### src/rtl/seq_addsub.sv
// seq_addsub: multi-cycle adder/subtractor. Adds DIGIT bits per clock from
// LSB to MSB, keeping the inter-digit carry in a register. Subtraction is
// done as A + ~B + 1, so cout=1 in subtract mode means "no borrow".
// Valid/ready handshakes on both sides; one operation in flight at a time.
module seq_addsub #(
  parameter int WIDTH = 8,
  parameter int DIGIT = 2
) (
  input  logic             clk,
  input  logic             reset,
  input  logic             in_valid,
  output logic             in_ready,
  input  logic [WIDTH-1:0] a,
  input  logic [WIDTH-1:0] b,
  input  logic             sub,
  output logic             out_valid,
  input  logic             out_ready,
  output logic [WIDTH-1:0] s,
  output logic             cout,
  output logic             ovf
);

  localparam int N  = WIDTH / DIGIT;
  localparam int CW = (N > 1) ? $clog2(N) : 1;

  generate
    if (DIGIT < 1 || (WIDTH % DIGIT) != 0) begin : g_bad_digit
      $error("seq_addsub: DIGIT must be positive and divide WIDTH exactly");
    end
  endgenerate

  typedef enum logic [1:0] {
    IDLE = 2'd0,
    RUN  = 2'd1,
    DONE = 2'd2
  } state_t;

  state_t            state;
  state_t            state_nxt;

  logic [WIDTH-1:0]  op_a;
  logic [WIDTH-1:0]  op_b;
  logic              carry;
  logic [CW-1:0]     cnt;

  logic              accept;
  logic              last;
  logic [DIGIT-1:0]  a_chunk;
  logic [DIGIT-1:0]  b_chunk;
  logic [DIGIT:0]    chunk_sum;

  // One digit of the ripple: DIGIT-bit add with carry in, carry out on top.
  function automatic logic [DIGIT:0] chunk_add(input logic [DIGIT-1:0] x,
                                               input logic [DIGIT-1:0] y,
                                               input logic             ci);
    return {1'b0, x} + {1'b0, y} + {{DIGIT{1'b0}}, ci};
  endfunction

  // Two's-complement overflow: like-signed operands produced an unlike-signed
  // result. op_b is already inverted for subtraction, so this covers both modes.
  function automatic logic signed_ovf(input logic sa, input logic sb,
                                      input logic sr);
    return (sa == sb) && (sr != sa);
  endfunction

  assign accept    = in_valid && in_ready;
  assign last      = (cnt == CW'(N - 1));
  assign a_chunk   = op_a[cnt*DIGIT +: DIGIT];
  assign b_chunk   = op_b[cnt*DIGIT +: DIGIT];
  assign chunk_sum = chunk_add(a_chunk, b_chunk, carry);

  // State register.
  always_ff @(posedge clk) begin
    if (reset) state <= IDLE;
    else       state <= state_nxt;
  end

  // Next-state logic: IDLE -> RUN on accept, RUN -> DONE after N digits,
  // DONE -> IDLE once the consumer takes the result.
  always_comb begin
    state_nxt = state;
    case (state)
      IDLE:    if (accept) state_nxt = RUN;
      RUN:     if (last) state_nxt = DONE;
      DONE:    if (out_ready) state_nxt = IDLE;
      default: state_nxt = IDLE;
    endcase
  end

  // Handshake outputs are pure decodes of the state.
  always_comb begin
    in_ready  = (state == IDLE);
    out_valid = (state == DONE);
  end

  // Operand capture; b is pre-inverted in subtract mode so RUN only ever adds.
  always_ff @(posedge clk) begin
    if (accept) begin
      op_a <= a;
      op_b <= b ^ {WIDTH{sub}};
    end
  end

  // Digit-serial datapath: carry chain, digit counter and result registers.
  always_ff @(posedge clk) begin
    if (reset) begin
      carry <= 1'b0;
      cnt   <= '0;
      s     <= '0;
      cout  <= 1'b0;
      ovf   <= 1'b0;
    end else begin
      case (state)
        IDLE: begin
          if (accept) begin
            carry <= sub;
            cnt   <= '0;
            s     <= '0;
          end
        end
        RUN: begin
          s[cnt*DIGIT +: DIGIT] <= chunk_sum[DIGIT-1:0];
          carry                 <= chunk_sum[DIGIT];
          cnt                   <= last ? '0 : cnt + 1'b1;
          if (last) begin
            cout <= chunk_sum[DIGIT];
            ovf  <= signed_ovf(op_a[WIDTH-1], op_b[WIDTH-1],
                               chunk_sum[DIGIT-1]);
          end
        end
        default: ;
      endcase
    end
  end

endmodule
### config.mk
export PLATFORM = sky130hd
export DESIGN_NAME = seq_addsub
export DESIGN_NICKNAME = d
export VERILOG_FILES = /design/src/rtl/seq_addsub.sv
export SDC_FILE = /design/constraint.sdc
export NUM_CORES = 1
export LEC_CHECK = 0
export CORE_ASPECT_RATIO = 1.4
export CORE_MARGIN = 3
export CORE_UTILIZATION = 50
export DETAILED_ROUTE_END_ITERATION = 10
export HOLD_SLACK_MARGIN = 0.03
export PLACE_DENSITY = 0.79
export SLEW_MARGIN = 25
export SYNTH_ARGS = -nofsm -noshare
export SYNTH_HDL_FRONTEND = slang
export SYNTH_SLANG_ARGS = --single-unit
### constraint.sdc
create_clock -name clk -period 7.5 [get_ports clk]
set_clock_uncertainty 0.2 [all_clocks]
set_input_delay 1.5 -clock clk [delete_from_list [all_inputs] [get_ports clk]]
set_output_delay 1.5 -clock clk [all_outputs]
set_load 0.01 [all_outputs]
# After elaboration in Yosys (flattened, before gate mapping)
# Cells that the tools add are included.
totals:
  reg_bits: 31
  rom_bits: 0
  memories: 0
  latch_bits: 0
  inputBits: 21
  wordCells: 44
  ramBits: 0
op_classes:
  mul: 0
  n_mux: 12
  add_sub_neg: 4
  n_bitwise: 1
  n_shift: 4
  div: 0
  eq_ne: 8
  order_cmp: 0
  reduce_logical: 7
op_table:
  columns: ["operator", "count"]
  rows:
  - ["$neg 3->34", 1]
  - ["$shift 2x34->8 const A", 1]
  - ["$shiftx 2x34->8", 1]
  - ["$pmux 8 s2", 1]
  - ["$shiftx 8x4->2", 2]
  - ["$mux 2", 5]
  - ["$bwmux 8", 1]
  - ["$mux 8", 1]
  - ["$xor 8x8->8", 1]
  - ["$pmux 2 s3", 1]
  - ["$eq 2x2->1 const B", 2]
  - ["$ne 2x1->1 const B", 2]
  - ["$pmux 2 s2", 1]
  - ["$reduce_and 2->1", 2]
  - ["$add 2x2->3", 1]
  - ["$add 3x1->3", 1]
  - ["$reduce_and 3->1", 1]
  - ["$add 2x1->2 const B", 1]
  - ["$eq 2x1->1 const B", 1]
  - ["$logic_and 1x1->1", 2]
  - ["$logic_not 2->1", 1]
  - ["$ne 2x2->1 const B", 1]
  - ["$pmux 1 s2", 1]
  - ["$reduce_bool 2->1", 1]
  - ["3 further kinds", 3]

# Longest topological paths before layout
# Gate-level depths: netlist (run 1).
logic_depth:
  ltp_word: 6
  depth_mapped: 7
  ltp_nobuf: 6

# Worst setup path after synthesis (run 1)
# Ideal clock, no wire load.
synth_path:
  path_type: "input to register"
  startpoint: "in in_valid"
  endpoint: "reg op_a[0], enable pin"
  path_stages: 2
  slack_ps: 4703
  required_ps: 6936
  setup_time_ps: 364
  arrival_ps: 2233
  path_buffers: 0
  path_cell_list: "or3b_1 > inv_1"
synth_between:
  elab_chain_len: 1
synth_lines:
  columns: ["element", "line", "text"]
  rows:
  - ["from (decl)", "11", "input logic in_valid,"]
  - ["$logic_and 1x1->1", "66", "assign accept = in_valid && in_ready;"]
  - ["named net accept", "46", "logic accept;"]
  - ["to (signal assigned)", "99", "op_a <= a;"]
  - ["to (decl)", "41", "logic [WIDTH-1:0] op_a;"]
# The timed path passes the listed nets, and every way through them passes these cells.
# A chain may end at the register's enable or synchronous reset.

# Worst setup path after layout (run 1)
layout_path:
  startpoint: "reg state[1]"
  endpoint: "out out_valid"
layout_between:
  elab_chain_len: 1
layout_lines:
  columns: ["element", "line", "text"]
  rows:
  - ["from (decl)", "38", "state_t state;"]
  - ["from (signal assigned)", "75", "else state <= state_nxt;"]
  - ["$eq 2x2->1", "93", "out_valid = (state == DONE);"]
  - ["to (decl)", "16", "output logic out_valid,"]
# Every way passes these cells.

==> impl_metrics.yaml, run 1 <==
status:
  status: "finished clean"
routing:
  wl_met3_um: 156
  viasPerCell: 5.37
  first_pass_iters: 3
  wl_per_cell_um: 14.2
  drtIter0Drc: 10
  dr_wl_met2_mm: 1.52
  postRouteAntennaNets: 0
  wl_met1_um: 970
  drc: 0
  top_layer: "met4"
  drt_wl_total_mm: 2.76
  via_count: 1041
worst_setup_path:
  cp-start-kind: "flop"
  slowest_delay_ns: 0.62
  path_class: "flop to output port"
  crit_required_ns: 5.80
  worstPathCellList: "nor2b_1 -> clkdlybuf4s50_1"
  critical_path_peak_fanout: 13
  arrival_ns: 1.68
  slowest_stage: "dfxtp_1"
  endpoint_kind: "output port"
finish:
  multiInputGateArea_um2: 634
  n_antenna_cell: 0
  fin_cells: 194
  design_area_mm2: 0.00194
  nFillCells: 237
  nNetsFinal: 184
  area_growth_pct: 28.4
  ff_latch_area_um2: 781
  postLayoutCoreUtil_pct: 67.3
  drive_gt1_share_pct: 11.5
die:
  coreArea_mm2: 0.00288
  io-pin-count: 33
  die_w_um: 52.4
  start_util_pct: 52.4
  rows: 23
  die_h_um: 71
  dieArea_mm2: 0.00372
timing:
  relSlewSlack_pct: 56.9
  tightest_slew_ns: 0.644
  post-route-period-util_pct: 45.1
  timing.final.ws_setup_ns: 4.12
  fmax_ghz: 0.296
  hold_viol_final: 0
  whs_ns: 0.277
  slew_violations: 0
  fin_setup_tns_ns: 0
  grt_setup_unrepaired: "no"
  layout_min_cycle_time_ns: 3.38
  final-setup-viol-count: 0
job:
  max_cap_viol_count: 0
yosys:
  ys_ff_latch: 31
  synth_seq_area_share_pct: 51.7
  synthXorXnorAreaFrac_pct: 4.64
  muxShareOfSynthArea_pct: 5.97
  netlist_area_mm2: 0.00151
  syn-num-nets: 151
  synth_edf_count: 16
  synth.distinct_cells: 31
  ys_warn_count: 0
  synthAdderAreaFrac_pct: 6.80
  netlist_instances: 123
  yosys.area_share.simple_pct: 14.1
  synth-async-reset-ratio_pct: 0
  synth-main-ff-cell: "edfxtp_1"
  syn_avg_cell_area_um2: 12.3
  synth_compound_area_share_pct: 10.5
  synth_top_family_by_area: "simple AND/OR/NAND/NOR gates"
power_and_ir_drop:
  pwr_density_cell_mw_per_mm2: 214
  fin_total_pwr_mw: 0.414
  ir_worst_vdd_uv: 196
  p_leak_nw: 0.676
place:
  globalplace.congestion: 0.763
  placed_cells: 186
  placed_area_mm2: 0.00183
  port_buffers: 32
  pre_cts_slack_ns: 3.99
  dpl.hpwl_mm: 2.12
cts:
  cts_tree: "done"
  clock_path_buffers: 2
  clk_pin_slew_ns: 0.06
  cts_max_level: 2
  cts_resized: 0
  hold_buffers: 0
  cts_setup_buffers: 0
  clk_latency_ns: 0.28
  clock_sinks: 31
  cts_root_buf: "clkbuf_8"
  cts_made_buffers: 5
grt:
  grt.total_usage_pct: 16.8
  gr-total-overflow: 0
  grt_pass1_vias: 1035
  grt_start_max_net_pins: 18
  antenna_found_initial: 0
  grt_pass1_wl_mm: 4.43
min_path:
  hold_class: "flop to flop"
## synthesized netlist by cell type, drive strengths merged, types with 5 or more instances
cell type  number  area share [%]
a21oi          12             4.0
buf             5             2.8
dfxtp          15              20
edfxtp         16              32
ha              5             4.1
inv            12             3.2
nand2           6             1.5
nand2b          5             3.2
o32ai           8             4.6
xor2            8             4.6
## registers in the layout (all words and copies together), names as in the netlist
signal and count:
carry 1, s 8, cnt 2, state 2, op_b 8, cout 1, ovf 1, op_a 8
## layout by cell type (no fill, tap or decap), types with 2 or more instances in the layout
cell             synthesis  final
clkdlybuf4s50_1          0     32
edfxtp_1                16     16
dfxtp_1                 15     15
a21oi_1                 12     12
inv_1                   11     11
xor2_1                   8      8
o32ai_1                  8      8
nand2_1                  6      6
ha_1                     5      5
clkbuf_8                 0      5
nor2_1                   4      4
mux4_2                   4      4
nand3b_1                 4      4
nand3_1                  4      4
or3_1                    3      3
nand2b_1                 2      2
nand2b_4                 2      2
fa_1                     2      2
## critical path, delay by kind of cell, from the launching register on
family                 cells  cell delay [ns]
buffers and inverters      1             0.56
DFF                        1             0.62
and+or+nand+nor            1             0.23
## metal layers
metal  global-route usage [%]  vias to the layer above
met4                     11.4                        0
met3                     5.05                        8
met1                     15.2                      495
met5                        0                        -
li1                         -                      507
met2                     30.2                       31
## cell type report
type,instances,share of cell area (%)
clock buffers,5,3.55
well taps,37,2.39
repair buffers,32,16.5
multi-input cells,74,32.8
flip-flops and latches,31,40.3
clock inverters,3,2.00
inverters,12,2.45
## power by group
group | total [mW] | leakage [nW] | switching [mW] | internal (mW)
clock network | 0.157 | 0.0556 | 0.0595 | 0.0971
registers | 0.197 | 0.275 | 0.00754 | 0.190
logic | 0.0600 | 0.345 | 0.0273 | 0.0327
total | 0.414 | 0.676 | 0.0944 | 0.319
## path summary, 6_finish.rpt
kind         cells past startpoint           endpoint                   from  slack (ns)
max                              2          out_valid  state[1]$_SDFFE_PP0P_        4.12
min                              2  cout$_SDFFE_PP0P_      cout$_SDFFE_PP0P_        0.28
max reg2reg                      6  s[7]$_SDFFE_PP0P_    cnt[0]$_SDFFE_PP0P_        4.35
min reg2reg                      2  cout$_SDFFE_PP0P_      cout$_SDFFE_PP0P_        0.28
## cells by family after synthesis
family,after synthesis
muxes,4
xor gates and xnor gates,8
AOI/OAI and AO/OA,23
and+or+nand+nor,32
DFF,31
buffers and inverters,18
adders and majority gates,7
Power figures use the tool's default switching activity.
==> run 2: changes to the inputs <==
- CORE_UTILIZATION: 50 -> 45
- PLACE_DENSITY: 0.79 -> 0.75
- clock period: 7.5 -> 2.89 ns (I/O delays scaled with it)
==> run 2 against run 1 <==
Power grew to 2.9 times the previous value. Sequential share of layout area is 1.4 points lower. Clock power grew to 3.2 times the previous value. Cell area is 3.9% higher. Via count is 1.5% higher. Global-route usage is 0.36 points higher.
==> impl_metrics.yaml, run 2 (synthesis gave the netlist of run 1 again) <==
status:
  status: "finished clean"
finish:
  area_growth_pct: 33.3
  multiInputGateArea_um2: 639
  reg_top3: "op_a: 8 flops, op_b: 8 flops, s: 8 flops"
  nNetsFinal: 189
  n_antenna_cell: 0
  nFillCells: 258
  fin_cells: 201
  drive_gt1_share_pct: 16.7
  postLayoutCoreUtil_pct: 63.8
  ff_latch_area_um2: 782
  final_common_cell: "clkdlybuf4s50_1"
  final_cell_mix: "32 x clkdlybuf4s50_1, 16 x edfxtp_1, 14 x dfxtp_1"
worst_setup_path:
  cpMostUsedCell: "fa_2"
  worst_r2r_path_depth: 6
  endpoint_kind: "flop"
  worstPathCellList: "mux4_2 -> fa_2 -> fa_2 -> nand2b_4 -> or3_1 -> o32ai_1"
  slowest_delay_ns: 0.59
  endpoint: "s[7]$_SDFFE_PP0P_"
  crit_required_ns: 2.87
  crit_path_start: "cnt[0]$_SDFFE_PP0P_"
  critical_path_peak_fanout: 4
  r2r_setup_slack_ns: 0.15
  cp-start-kind: "flop"
  path_class: "flop to flop"
  regToRegStartpoint: "cnt[0]$_SDFFE_PP0P_"
  arrival_ns: 2.72
  r2r-end: "s[7]$_SDFFE_PP0P_"
  slowest_stage: "fa_2"
routing:
  postRouteAntennaNets: 0
  first_pass_iters: 5
  viasPerCell: 5.26
  wl_per_cell_um: 14.8
  drt_wl_total_mm: 2.98
  drc: 0
  drtIter0Drc: 34
  via_count: 1057
timing:
  relSlewSlack_pct: 66.8
  slew_violations: 0
  hold_viol_final: 0
  grt_setup_unrepaired: "no"
  fmax_ghz: 0.366
  tightest_slew_ns: 0.498
  fin_setup_tns_ns: 0
  post-route-period-util_pct: 94.7
  layout_min_cycle_time_ns: 2.74
  final-setup-viol-count: 0
cts:
  cts_tree: "done"
  clk_pin_slew_ns: 0.07
  cts_made_buffers: 5
  hold_buffers: 0
  cts_root_buf: "clkbuf_8"
  clock_sinks: 31
  cts_max_level: 2
  clk_latency_ns: 0.28
  clock_path_buffers: 2
place:
  placed_cells: 192
  dpl.hpwl_mm: 2.26
  port_buffers: 32
  globalplace.congestion: 0.840
grt:
  gr-total-overflow: 0
  antenna_found_initial: 0
  grt.total_usage_pct: 17.2
  grt_start_max_net_pins: 17
  grt_pass1_vias: 1052
  grt_pass1_wl_mm: 4.74
die:
  start_util_pct: 47.9
  rows: 24
  die_h_um: 74.5
  io-pin-count: 33
  die_w_um: 54.9
  coreArea_mm2: 0.00315
  dieArea_mm2: 0.00409
power_and_ir_drop:
  p_leak_nw: 0.708
  ir_worst_vdd_uv: 450
  fin_total_pwr_mw: 1.19
  pwr_density_cell_mw_per_mm2: 594
min_path:
  hold_class: "flop to flop"
  worstHoldPathCells: 2
job:
  max_cap_viol_count: 0
run 2: worst min path at each step:
stage	slack [ns]	start	to
floorplan	0.28	cout$_SDFFE_PP0P_	cout$_SDFFE_PP0P_
global placement	0.25	cout$_SDFFE_PP0P_	cout$_SDFFE_PP0P_
detailed placement	0.26	cout$_SDFFE_PP0P_	cout$_SDFFE_PP0P_
CTS	0.27	cout$_SDFFE_PP0P_	cout$_SDFFE_PP0P_
global route	0.30	cout$_SDFFE_PP0P_	cout$_SDFFE_PP0P_
finish	0.27	cout$_SDFFE_PP0P_	cout$_SDFFE_PP0P_
run 2: stage by stage:
step	hold WS (ns)	setup slack, ns	area (um^2)
after detailed placement	0.264	0.0384	1860
final	0.270	0.154	2010
after global routing	0.299	0.0365	2010
after floorplan	0.281	0.104	1510
after CTS	0.274	0.00421	2000
after global placement	0.247	0.118	1860
run 2: cell type report:
cell class,count,area share [%]
clock buffer,5,3.42
timing repair buffer,37,17.8
inverter,12,2.36
multi-input combinational,74,31.8
tap,39,2.43
sequential,31,38.9
clock inverter,3,3.36
run 2: power breakdown:
part           leakage (nW)  total, mW  switching (mW)  internal [mW]
clock                0.0644      0.508           0.164          0.344
sequential            0.275      0.509          0.0166          0.492
combinational         0.368      0.178          0.0795         0.0989
run 2: repair_timing:
item | 4_1_cts | 5_1_grt
setup endpoints to repair | 0 | 2
gates resized for setup | 0 | 3
hold endpoints to repair | 0 | 0
setup buffers | 0 | 1
run 2: critical path, delay by kind of cell (launching register included):
kind	cells	cell delay, ns
adder cells (fa/ha/maj)	2	0.98
multiplexers	1	0.54
AND/OR/NAND/NOR	2	0.39
AO/OA/AOI/OAI	1	0.14
flip-flops	1	0.39
run 2: routing by layer:
| layer | global-route usage (%) | wire (um) |
|---|---|---|
| met5 | 0 | 0 |
| met1 | 16.8 | 1080 |
| met2 | 31.2 | 1670 |
| met3 | 5.61 | 172 |
| met4 | 8.11 | 60 |
==> run 3: changes to the inputs <==
- TNS_END_PERCENT: default -> 1
==> results of run 3 <==
Final layout, timing and power as in run 2 (identical DEF).
